==> src/rtl/fp_unpack.sv <==
// Two-entry skid buffer that unpacks a pair of IEEE-style operands into sign, effective exponent,
// hidden-bit mantissa and (optional, macro FP_UNPACK_CLASS_EN) a {nan, inf, zero, denorm} class.
module fp_unpack #(
   parameter int EXP_W  = 8,
   parameter int FRAC_W = 23,
   localparam int W     = 1 + EXP_W + FRAC_W
) (
   input  logic              clk,
   input  logic              reset,
   input  logic              in_valid,
   output logic              in_ready,
   input  logic [W-1:0]      a,
   input  logic [W-1:0]      b,
   output logic              out_valid,
   input  logic              out_ready,
   output logic              sign_a,
   output logic              sign_b,
   output logic [EXP_W-1:0]  exponent_a,
   output logic [EXP_W-1:0]  exponent_b,
   output logic [FRAC_W:0]   mantissa_a,
   output logic [FRAC_W:0]   mantissa_b,
   output logic [3:0]        class_a,
   output logic [3:0]        class_b,
   output logic [1:0]        o_dbg_state
);

   // Handshake: a pair moves on a rising edge when valid and ready are both 1 on that side.
   // in_ready is a flop and is low only while both entries are occupied.
   localparam logic [1:0] ST_EMPTY = 2'd0;
   localparam logic [1:0] ST_ONE   = 2'd1;
   localparam logic [1:0] ST_FULL  = 2'd2;

   localparam int OP_W = 1 + EXP_W + FRAC_W + 1;

   function automatic logic [OP_W-1:0] unpack_op(input logic [W-1:0] x);
      logic [EXP_W-1:0]  e;
      logic [FRAC_W-1:0] f;
      logic [EXP_W-1:0]  e_eff;
      e     = x[W-2:FRAC_W];
      f     = x[FRAC_W-1:0];
      // Denormals share the scale of the smallest normal exponent.
      e_eff = (e == '0 && f != '0) ? {{(EXP_W-1){1'b0}}, 1'b1} : e;
      return {x[W-1], e_eff, (e != '0), f};
   endfunction

   logic [1:0]        r_state;
   logic              r_in_ready;
   logic              r_out_valid;
   logic [2*OP_W-1:0] r_main;
   logic [2*OP_W-1:0] r_skid;

   logic [1:0]        w_state_nxt;
   logic              w_accept;
   logic              w_deq;
   logic              w_ld_main_in;
   logic              w_ld_skid;
   logic              w_ld_main_skid;
   logic [2*OP_W-1:0] w_in_data;

   assign w_accept  = in_valid & r_in_ready;
   assign w_deq     = r_out_valid & out_ready;
   assign w_in_data = {unpack_op(a), unpack_op(b)};

   always_comb begin
      w_state_nxt    = r_state;
      w_ld_main_in   = 1'b0;
      w_ld_skid      = 1'b0;
      w_ld_main_skid = 1'b0;
      case (r_state)
         ST_EMPTY: begin
            if (w_accept) begin
               w_state_nxt  = ST_ONE;
               w_ld_main_in = 1'b1;
            end
         end
         ST_ONE: begin
            if (w_accept && w_deq) begin
               w_ld_main_in = 1'b1;
            end else if (w_accept) begin
               w_state_nxt = ST_FULL;
               w_ld_skid   = 1'b1;
            end else if (w_deq) begin
               w_state_nxt = ST_EMPTY;
            end
         end
         ST_FULL: begin
            if (w_deq) begin
               w_state_nxt    = ST_ONE;
               w_ld_main_skid = 1'b1;
            end
         end
         default: w_state_nxt = ST_EMPTY;
      endcase
   end

   always_ff @(posedge clk or negedge reset) begin
      if (!reset) begin
         r_state     <= ST_EMPTY;
         r_in_ready  <= 1'b1;
         r_out_valid <= 1'b0;
         r_main      <= '0;
         r_skid      <= '0;
      end else begin
         r_state     <= w_state_nxt;
         r_in_ready  <= (w_state_nxt != ST_FULL);
         r_out_valid <= (w_state_nxt != ST_EMPTY);
         if (w_ld_main_in)   r_main <= w_in_data;
         if (w_ld_main_skid) r_main <= r_skid;
         if (w_ld_skid)      r_skid <= w_in_data;
      end
   end

`ifdef FP_UNPACK_CLASS_EN
   function automatic logic [3:0] classify(input logic [W-1:0] x);
      logic e_zero;
      logic e_ones;
      logic f_zero;
      e_zero = (x[W-2:FRAC_W] == '0);
      e_ones = &x[W-2:FRAC_W];
      f_zero = (x[FRAC_W-1:0] == '0);
      return {e_ones & ~f_zero, e_ones & f_zero, e_zero & f_zero, e_zero & ~f_zero};
   endfunction

   logic [7:0] r_main_cls;
   logic [7:0] r_skid_cls;
   logic [7:0] w_in_cls;

   assign w_in_cls = {classify(a), classify(b)};

   always_ff @(posedge clk or negedge reset) begin
      if (!reset) begin
         r_main_cls <= '0;
         r_skid_cls <= '0;
      end else begin
         if (w_ld_main_in)   r_main_cls <= w_in_cls;
         if (w_ld_main_skid) r_main_cls <= r_skid_cls;
         if (w_ld_skid)      r_skid_cls <= w_in_cls;
      end
   end

   assign {class_a, class_b} = r_main_cls;
`else
   assign class_a = 4'b0000;
   assign class_b = 4'b0000;
`endif

   assign {sign_a, exponent_a, mantissa_a, sign_b, exponent_b, mantissa_b} = r_main;
   assign in_ready    = r_in_ready;
   assign out_valid   = r_out_valid;
   assign o_dbg_state = r_state;

endmodule

==> config.mk <==
export PLATFORM = sky130hd
export DESIGN_NAME = fp_unpack
export DESIGN_NICKNAME = d
export VERILOG_FILES = /design/src/rtl/fp_unpack.sv
export SDC_FILE = /design/constraint.sdc
export NUM_CORES = 1
export LEC_CHECK = 0
export CAP_MARGIN = 20
export CORE_MARGIN = 10
export CORE_UTILIZATION = 49
export CTS_CLUSTER_SIZE = 20
export DETAILED_ROUTE_END_ITERATION = 8
export GPL_TIMING_DRIVEN = 0
export HOLD_SLACK_MARGIN = 0.12
export PLACE_DENSITY = 0.9
export SETUP_SLACK_MARGIN = 0.02
export SYNTH_ARGS = -nofsm -noshare
export SYNTH_HDL_FRONTEND = slang
export SYNTH_SLANG_ARGS = --single-unit
==> constraint.sdc <==
create_clock -name clk -period 1.83 [get_ports clk]
set_clock_uncertainty 0.1 [all_clocks]
set_input_delay 0.366 -clock clk [delete_from_list [all_inputs] [get_ports clk]]
set_output_delay 0.366 -clock clk [all_outputs]
set_load 0.1 [all_outputs]
# After elaboration in Yosys (flattened, before gate mapping)
# Cells that the tools add are included.
[word_totals]
elab_cells = 39
out_inout_bits = 78
ff_bits = 136
in_bits = 68
[classes]
n_mux = 17
n_reduce_logical = 12
n_bitwise = 2
eq_ne = 3
[ops]
columns = ["op", "n"]
rows = [
  ["66-bit 2-to-1 mux", 2],
  ["23-bit nonzero test", 2],
  ["8-bit logical NOT", 2],
  ["8-bit 2-to-1 mux", 2],
  ["8-bit nonzero test", 2],
  ["2-bit 2-to-1 mux", 5],
  ["1-bit 2-to-1 mux", 6],
  ["2-bit case mux with 3 select lines", 1],
  ["2-bit nonzero test", 2],
  ["1-bit logical AND", 3],
  ["1-bit bitwise AND", 2],
  ["2-bit by 1-bit equality test with 1-bit output, second input constant", 1],
  ["2-bit equality test, second input constant", 1],
  ["2-bit logical NOT", 1],
  ["2-bit != test, second input constant", 1],
  ["1-bit case mux with 2 select lines", 1],
]

# Depth between registers and ports, before layout
# Gate-level depths: netlist of the first run.
[logic_depth]
ltp_word = 6
mapped_depth = 7
depth_no_buf = 4

# Worst setup path after synthesis of the first run
# Ideal clock, no wire load.
[synth_timing]
path_kind = "reg2reg"
start = "reg r_state[0] (netlist: o_dbg_state[0])"
end = "reg r_main[14]"
path_stages_with_launch = 8
period_less_slack_ns = 2.191
setup_time_ns = 0.121
path_buffers = 3
t_arrival_ns = 1.971
setup_slack_ns = -0.361
path_cell_list = "dfrtp_1 and4b_1 buf_2 a21o_4 buf_6 buf_6 nor2_2 nor2_1"
[synth_via]
elab_chain_cells = 3
elab_cells_between_ends = 7
cone_classes = "eq/ne (2); mux (3); reduce/logical (2)"
[synth_rtl]
columns = ["item", "line", "source"]
rows = [
  ["from (decl)", "46", "logic [1:0] r_state;"],
  ["from (signal assigned)", "104", "r_state <= w_state_nxt;"],
  ["2-bit by 1-bit equality test with 1-bit output (tied with other cells)", "69", "case (r_state)"],
  ["1-bit case mux with 2 select lines or 1-bit 2-to-1 mux (tied branches)", "69", ""],
  ["2-bit nonzero test (no source line) or 66-bit 2-to-1 mux (tied branches)", "-", ""],
  ["to (signal assigned)", "107", "if (w_ld_main_in) r_main <= w_in_data;"],
  ["to (signal assigned)", "108", "if (w_ld_main_skid) r_main <= r_skid;"],
  ["to (decl)", "49", "logic [2*OP_W-1:0] r_main;"],
]
# Several ways; a longest one is shown, not always the timed one.
# A chain may end at the register's enable or synchronous reset.

# Final worst setup path of the first run
[layout_timing]
start = "in b[3]"
end = "reg r_main[24]"
[layout_via]
elab_chain_cells = 5
[layout_rtl]
columns = ["item", "line", "source"]
rows = [
  ["from (decl)", "13", "input logic [W-1:0] b,"],
  ["23-bit nonzero test", "42", "e_eff = (e == '0 && f != '0) ? {{(EXP_W-1){1'b0}}, 1'b1} : e;"],
  ["1-bit logical AND", "42", ""],
  ["8-bit 2-to-1 mux", "42", ""],
  ["66-bit 2-to-1 mux", "107", ""],
  ["66-bit 2-to-1 mux", "108", ""],
]
# No other way between the ends. The select of a mux whose other input is x is not followed.

==> flow_summary.toml, run 1 <==
[route]
num_vias = 5098
wl_per_cell_um = 17.78
remaining_drc_errors = 0
dr.pass1.iters = 5
ant_nets = 0
wl_um = 16910
drt-initial-drc-count = 517
via_per_inst = 5.361

[synthesis]
yosys-top-cells-count = "nand2_1 (225), dfrtp_1 (135), nor2_1 (92)"
synth_seq_cells = 136
synth-async-reset-ratio_pct = 100.0
ys_warn_count = 0
synth_cells = 626
syn-cell-area_sq_mm = 0.005687
yosysMostFrequentCell = "nand2_1"
synth_top_area_cell = "dfrtp_1"
synth_area_leaders = "dfrtp_1 (59%), nand2_1 (15%), nor2_1 (6.1%)"
seq_area_frac_synth_pct = 59.87
synth_edf_count = 0
synthDistinctLibCells = 34
syn_area_per_cell_sq_um = 9.084
synthFlopType = "dfrtp_1"
synth_top_area_share_pct = 59.41

[run]
drv_cap = 0

[die]
dieArea_sq_mm = 0.01632
die_h_um = 127.7
boundaryPins = 146
core-area_sq_mm = 0.01137
rows = 39
start_util_pct = 50.02
die_width_um = 127.7

[clocking]
cts_tree = "built"
clk_pin_slew_worst_paths_ps = 50
numCtsBuffers = 17
cts.sinks = 136
clk_path_buf_depth = 2
htree_levels = 4
cts_root_buffer = "clkbuf_16"
clock_latency_ps = 420

[layout]
area_growth_pct = 36.63
fin_cells = 951
nets = 864
drive_gt1_share_pct = 20.54
diodes = 0

[global_route]
grt_pass1_vias = 5152
grt_max_degree = 91
antenna_found_initial = 0
grtUsageTotal_pct = 20.37
grt_pass1_wl_um = 26720
overflow = 0

[setup_path]
path_buf_inv = 1
cpPeakStageDelay_ps = 760
reg2reg_from = "out_valid"
cp-start-kind = "input port"
crit_arrival_ps = 1990
crit_family = "simple AND/OR/NAND/NOR gates"
startpoint = "b[3]"
path_cells = "clkdlybuf4s50_1, nor4_1, nand3_1, o211ai_1, nand3_1"
cpMostUsedCell = "nand3_1"
cp_slowest_cell = "nor4_1"
worstPathMaxFanout = 3
required_ps = 2020
critPathKind = "input port to flip-flop"
cp-end-kind = "flip-flop"

[sta]
tightest_slew_ps = 842.6
finalCriticalPeriod_ps = 1801
drv_slew = 0
max_freq_mhz = 555.2
period_share_pct = 98.43
worst_slack_ps = 28.78
setup_violations = 0
hold_viol = 0
slew_headroom_pct = 43.31
rsz0062_at_grt = "true"

[placement]
post-place-cells = 914
dp_hpwl_um = 11720
portBuffers = 137
dp_slack_ps = -466.4
place.gp.congestion = 0.8687

[min_path]
hold_path_class = "input port to asynchronous set/reset pin"

[status]
run_status = "completed"
[final cells by class]
type	count	area, sq um
plain buffers	43	300.3
inverters	4	15.01
multi-input cells	450	2082
flip-flops and latches	136	3420
clock buffers	29	530.5
repair buffers	144	1234
well taps	143	178.9
fillers	909	3600
clock inverters	2	10.01
[final timing paths]
kind	end	slack, ps	cells after the start
max	r_main[24]	30	5
min	r_main[29]	350	2
max reg2reg	r_main[21]	80	7
min reg2reg	r_main[61]	370	2
max in group asynchronous	o_dbg_state[1]	470	3
min in group clk	r_main[61]	370	2
[metrics by stage]
step / setup TNS, ps / util [%] / hold slack, ps / area (sq um)
6_report: 0 / 68.34 / 350.6 / 7770
5_1_grt: 0 / 68.34 / 394.1 / 7770
4_1_cts: 0 / 69.31 / 366.9 / 7880
3_5_place_dp: -45130 / 64.37 / 228.5 / 7318
3_3_place_gp: -736440 / 64.11 / 357.4 / 7289
2_1_floorplan: 0 / - / -29.59 / 5739
[sequential cells by signal (all words and copies together), names as in the netlist]
name         flops
in_ready         1
r_skid          66
o_dbg_state      2
r_main          66
out_valid        1
[layer usage]
layer  vias to the layer above  GRT usage (%)  part of all wire [%]
met4                         0          6.755                   1.6
met5                         -              0                     0
li1                       2418              -                     -
met1                      2430          25.77                    42
met2                       221          32.59                    48
met3                        29          6.245                   7.8
[layout by cell type, fill, tap and decap left out, types with 3 or more instances in the layout]
cell type          n
dfrtp_4            3
nand2_1          225
nor2_1            92
buf_2             55
dfrtp_1          132
a31oi_1            7
nor2_2            10
nand3_1            6
o22ai_1           48
clkdlybuf4s15_2    4
a22oi_1           11
clkdlybuf4s18_2   20
clkbuf_2           3
nand4_1            3
clkbuf_4           3
clkdlybuf4s50_1   66
buf_6              7
clkbuf_16         17
nor4_1             9
conb_1             8
clkbuf_1           9
o21ai_0            5
or4_1              4
inv_1              4
buf_4             23
clkbuf_8           6
[cell families (layout without fill, tap and decap cells)]
family,count (synthesis),in the layout,share of synthesized area (%)
buf+inv,47,222,4.730
other cells,1,8,0.06594
compound gates,84,84,9.879
simple gates,358,358,25.46
flops,136,136,59.87
[what timing repair did]
item	4_1_cts	5_1_grt
buffers inserted	4	0
hold buffers	1	0
cloned	0	1
resized for setup	274	82
endpoints found under the setup margin	86	137
endpoints found under the hold margin	46	0
Power of run 1 is left out: the tool's default activity adds up to more than one toggle a clock period on the data nets, which glitch-free logic cannot reach.
==> run 2: changes to the inputs <==
Settings changed: CORE_UTILIZATION 49 to 50, CTS_BUF_LIST set to sky130_fd_sc_hd__clkbuf_4 sky130_fd_sc_hd__clkbuf_8, PLACE_DENSITY 0.9 to 0.91.
==> run 2 against run 1 <==
- hold slack got worse by 0.65 ps
- register-to-register slack about the same
- via count grew 3.2%
- critical path type is now flip-flop to output port
- critical endpoint is now in_ready
==> flow_summary.toml, run 2 (synthesis results as in run 1) <==
[status]
run_status = "completed"

[route]
ant_nets = 0
dr_wl_met2_um = 8417
wl_um = 16970
num_vias = 5259
top_layer = "met4"
wl_met3_um = 1290
via_per_inst = 5.530
remaining_drc_errors = 0
drt-met1-wl_um = 6746
dr.pass1.iters = 5
drt-initial-drc-count = 419
wl_per_cell_um = 17.84

[setup_path]
reg2reg_from = "in_ready"
startpoint = "in_ready"
path_buf_inv = 1
cp-end-kind = "output port"
worstPathMaxFanout = 5
critPathKind = "flip-flop to output port"
path_cells = "buf_6"
crit_family = "flip-flops"
required_ps = 1360
cpPeakStageDelay_ps = 640
cp-start-kind = "flip-flop"
cp_slowest_cell = "dfstp_4"
crit_arrival_ps = 1310

[clocking]
cts.sinks = 136
clock_latency_ps = 440
numCtsBuffers = 17
htree_levels = 4
cts_tree = "built"
clk_path_buf_depth = 2
cts_root_buffer = "clkbuf_8"
clk_pin_slew_worst_paths_ps = 80

[die]
die_h_um = 126.6
rows = 38
core-area_sq_mm = 0.01098
boundaryPins = 146
start_util_pct = 51.78
die_width_um = 126.6
dieArea_sq_mm = 0.01604

[global_route]
grt_max_degree = 88
grtUsageTotal_pct = 20.77
overflow = 0
antenna_found_initial = 1
grt_pass1_wl_um = 27330
grt_pass1_vias = 5421

[layout]
layout_commonest_cell = "nand2_1"
area_growth_pct = 32.32
fill_cells = 847
drive_gt1_share_pct = 21.23
final_cell_mix = "nand2_1 (225), dfrtp_1 (132), nor2_1 (92)"
stdcell_area_sq_mm = 0.007525
fin_cells = 951
nets = 866

[placement]
post-place-cells = 911
place.gp.congestion = 0.8376
dp_hpwl_um = 12430
dp_slack_ps = -441.9
postPlaceCellArea_sq_mm = 0.007315
portBuffers = 137

[sta]
worst_slack_ps = 51.93
rsz0062_at_grt = "true"
slew_headroom_pct = 52.41
setup_violations = 0
hold_viol = 0
period_share_pct = 97.16
max_freq_mhz = 562.4
finalCriticalPeriod_ps = 1778
drv_slew = 0
tightest_slew_ps = 707.3

[min_path]
hold_path_class = "input port to asynchronous set/reset pin"

[run]
drv_cap = 0
run 2: cell types whose count changed in the layout (fill, tap and decap cells not counted), sizes merged, moves of 3 or more:
| cell | change |
|---|---|
| clkbuf | -9 |
| clkinvlp | +4 |
| clkdlybuf4s15 | -4 |
| buf | +26 |
| bufinv | +3 |
| clkdlybuf4s18 | -20 |
run 2: metal layers:
layer / vias to the layer above / GRT usage [%]
met4: 0 / 9.042
met1: 2556 / 24.73
met5: - / 0
li1: 2416 / -
met3: 40 / 5.914
met2: 247 / 34.36
run 2: repair_timing:
action	in CTS	in global routing
hold buffers	1	0
setup buffers	1	6
hold endpoints to repair	49	0
endpoints found under the setup margin	81	97
resized for setup	356	27
run 2: worst paths after layout:
path,end,slack (ps),cells after the start
worst max-delay path,in_ready,50,1
worst min-delay path,r_main[52],350,2
worst max register to register,r_skid[29],70,7
worst min register to register,r_main[31],370,2
max in group asynchronous,r_main[8],480,3
min in group clk,r_main[31],370,2
run 2: area by class of cell:
class                   count  area, sq um  area share (%)
diodes                      1        2.502         0.03326
plain buffers              43        301.5           4.007
clock buffers              20        269.0           3.575
clock inverters            11        147.6           1.962
inverters                   4        15.01          0.1995
multi-input cells         450         2068           27.49
flip-flops and latches    136         3420           45.44
well taps                 140        175.2           2.328
repair buffers            146         1126           14.97
run 2: per-stage QoR:
step                hold slack (ps)  utilization (%)  setup TNS, ps
floorplan                    -29.59                -              0
global placement              356.6            66.34        -670500
detailed placement            237.5            66.60         -41070
CTS                           354.3            67.68              0
global route                  378.3            68.51         -7.932
finish                        349.9            68.51              0
Power of run 2 is left out for the same reason.
==> run 3: changes to the inputs <==
Settings changed: ABC_AREA set to 1, CORE_ASPECT_RATIO set to 1.2.
==> run 3 against run 2 <==
- register-to-register slack barely moved
- sequential share of layout area barely moved
- fmax rose by 1.2%
- first-iteration DRC count fell by 12%
- clock-buffer cell count did not move
- sequential cell count did not move
- via count fell by 5.8%
- die area rose by 0.20%
- global-route usage fell by 0.47 points
- cell area fell by 0.30%
- setup slack improved by 21 ps
- critical endpoint is now r_main[44]
==> flow_summary.toml, run 3 <==
[setup_path]
cp-start-kind = "flip-flop"
required_ps = 2040
critPathKind = "flip-flop to flip-flop"
r2r_slack_ps = 70
cp_slowest_cell = "dfstp_4"
reg2reg_depth = 7
cpPeakStageDelay_ps = 620
crit_arrival_ps = 1970
cp-end-kind = "flip-flop"
path_cells = "nand2_2, inv_2, nand3_2, buf_4, buf_2, o22ai_1, nor2_1"
worstPathMaxFanout = 10

[die]
core-area_sq_mm = 0.01109
boundaryPins = 146
die_width_um = 117.4
die_h_um = 136.9
dieArea_sq_mm = 0.01607
rows = 42
start_util_pct = 51.34

[clocking]
clock_latency_ps = 430
clk_pin_slew_worst_paths_ps = 70
cts.sinks = 136
numCtsBuffers = 17
cts_root_buffer = "clkbuf_8"
htree_levels = 4
cts_tree = "built"
clk_path_buf_depth = 2

[synthesis]
synth_edf_count = 0
syn-cell-area_sq_mm = 0.005693
synthFlopType = "dfrtp_1"
yosysMostFrequentCell = "nand2_1"
ys_warn_count = 0
synthDistinctLibCells = 26
synth_cells = 647
synth_top_area_cell = "dfrtp_1"
synth-async-reset-ratio_pct = 100.0
syn_area_per_cell_sq_um = 8.799
synth_area_leaders = "dfrtp_1 (59%), nand2_1 (13%), nor2_1 (7.2%)"
synth_seq_cells = 136
yosys-top-cells-count = "nand2_1 (197), dfrtp_1 (135), nor2_1 (109)"
synth_top_area_share_pct = 59.34
seq_area_frac_synth_pct = 59.80

[run]
drv_cap = 0

[route]
ant_nets = 0
drt-initial-drc-count = 368
num_vias = 4956
remaining_drc_errors = 0
wl_per_cell_um = 16.64
dr.pass1.iters = 5
wl_um = 16310
via_per_inst = 5.057

[sta]
slew_headroom_pct = 58.45
rsz0062_at_grt = "true"
drv_slew = 0
finalCriticalPeriod_ps = 1757
worst_slack_ps = 73.21
hold_viol = 0
setup_violations = 0
max_freq_mhz = 569.2
tightest_slew_ps = 623.3
period_share_pct = 96.00

[min_path]
hold_path_class = "flip-flop to flip-flop"
holdPathStages = 2

[placement]
postPlaceCellArea_sq_mm = 0.007332
place.gp.congestion = 0.8071
dp_slack_ps = -370.8
portBuffers = 137
dp_hpwl_um = 11970

[layout]
layout_commonest_cell = "nand2_1"
nets = 881
stdcell_area_sq_mm = 0.007502
diodes = 0
final_util_pct = 67.66
fill_cells = 940
area_growth_pct = 31.78
drive_gt1_share_pct = 19.37
final_cell_mix = "nand2_1 (195), dfrtp_1 (132), nor2_1 (109)"

[global_route]
grt_pass1_wl_um = 26160
grt_pass1_vias = 5189
grt_max_degree = 71
overflow = 0
antenna_found_initial = 0
grtUsageTotal_pct = 20.30

[status]
run_status = "completed"
[run 3: cell types whose count changed in the layout (fill, tap and decap cells not counted), moves of 10 or more]
cell	change
inv_1	+36
nand2_1	-30
nor2_1	+17
o21ai_1	+14
a21oi_1	+11
a22oi_1	-11
buf_4	-11
nor4_1	-10
[run 3: kinds of logic (layout without fill, tap and decap cells)]
group	after synthesis	count (layout)	synth area share [%]
buf+inv	86	258	7.319
other cells	1	8	0.06587
simple gates	318	318	21.67
compound gates	106	106	11.14
flops	136	136	59.80
[run 3: area by class of cell]
cell class	instances	area [sq um]	area share (%)
clock inverter	12	197.7	2.635
buffer	41	281.5	3.752
tap	154	192.7	2.568
sequential	136	3412	45.48
timing repair buffer	141	1081	14.41
multi-input combinational	432	1903	25.37
clock buffer	20	269.0	3.586
inverter	44	165.2	2.201
[run 3: worst paths after layout]
check | from | end
setup reg to reg | in_ready | r_main[44]
min in group asynchronous | reset | r_skid[50]
max in group asynchronous | reset | r_skid[26]
hold / removal | r_skid[5] | r_skid[5]
hold reg to reg | r_skid[5] | r_skid[5]
setup / recovery | in_ready | r_main[44]
[run 3: critical path, delay by kind of cell, from the launching register on]
family | cells | cell delay, ps
and+or+nand+nor | 3 | 240
AOI/OAI and AO/OA | 1 | 200
DFF | 1 | 620
buffers and inverters | 3 | 500
[run 3: per-layer routing]
layer	wire, um	global-route usage [%]	vias to the layer above
li1	-	-	2398
met1	6596	23.19	2351
met2	8291	34.98	180
met3	1040	5.647	27
met4	378	9.123	0
met5	0	0	-
[run 3: what timing repair did]
| item | in CTS | in global routing |
|---|---|---|
| hold buffers | 1 | 0 |
| pin swaps | 1 | 1 |
| endpoints found under the setup margin | 77 | 66 |
| setup buffers | 0 | 2 |
| gates resized for setup | 347 | 24 |
| hold endpoints to repair | 65 | 0 |
[run 3: per-stage QoR]
stage	setup TNS (ps)	std cells	hold WS [ps]
final	0	980	375.5
after global routing	0	980	395.6
after CTS	0	979	378.3
after detailed placement	-32320	946	296.8
after global placement	-710200	945	353.5
after floorplan	0	654	-29.59
Power of run 3 is left out for the same reason.
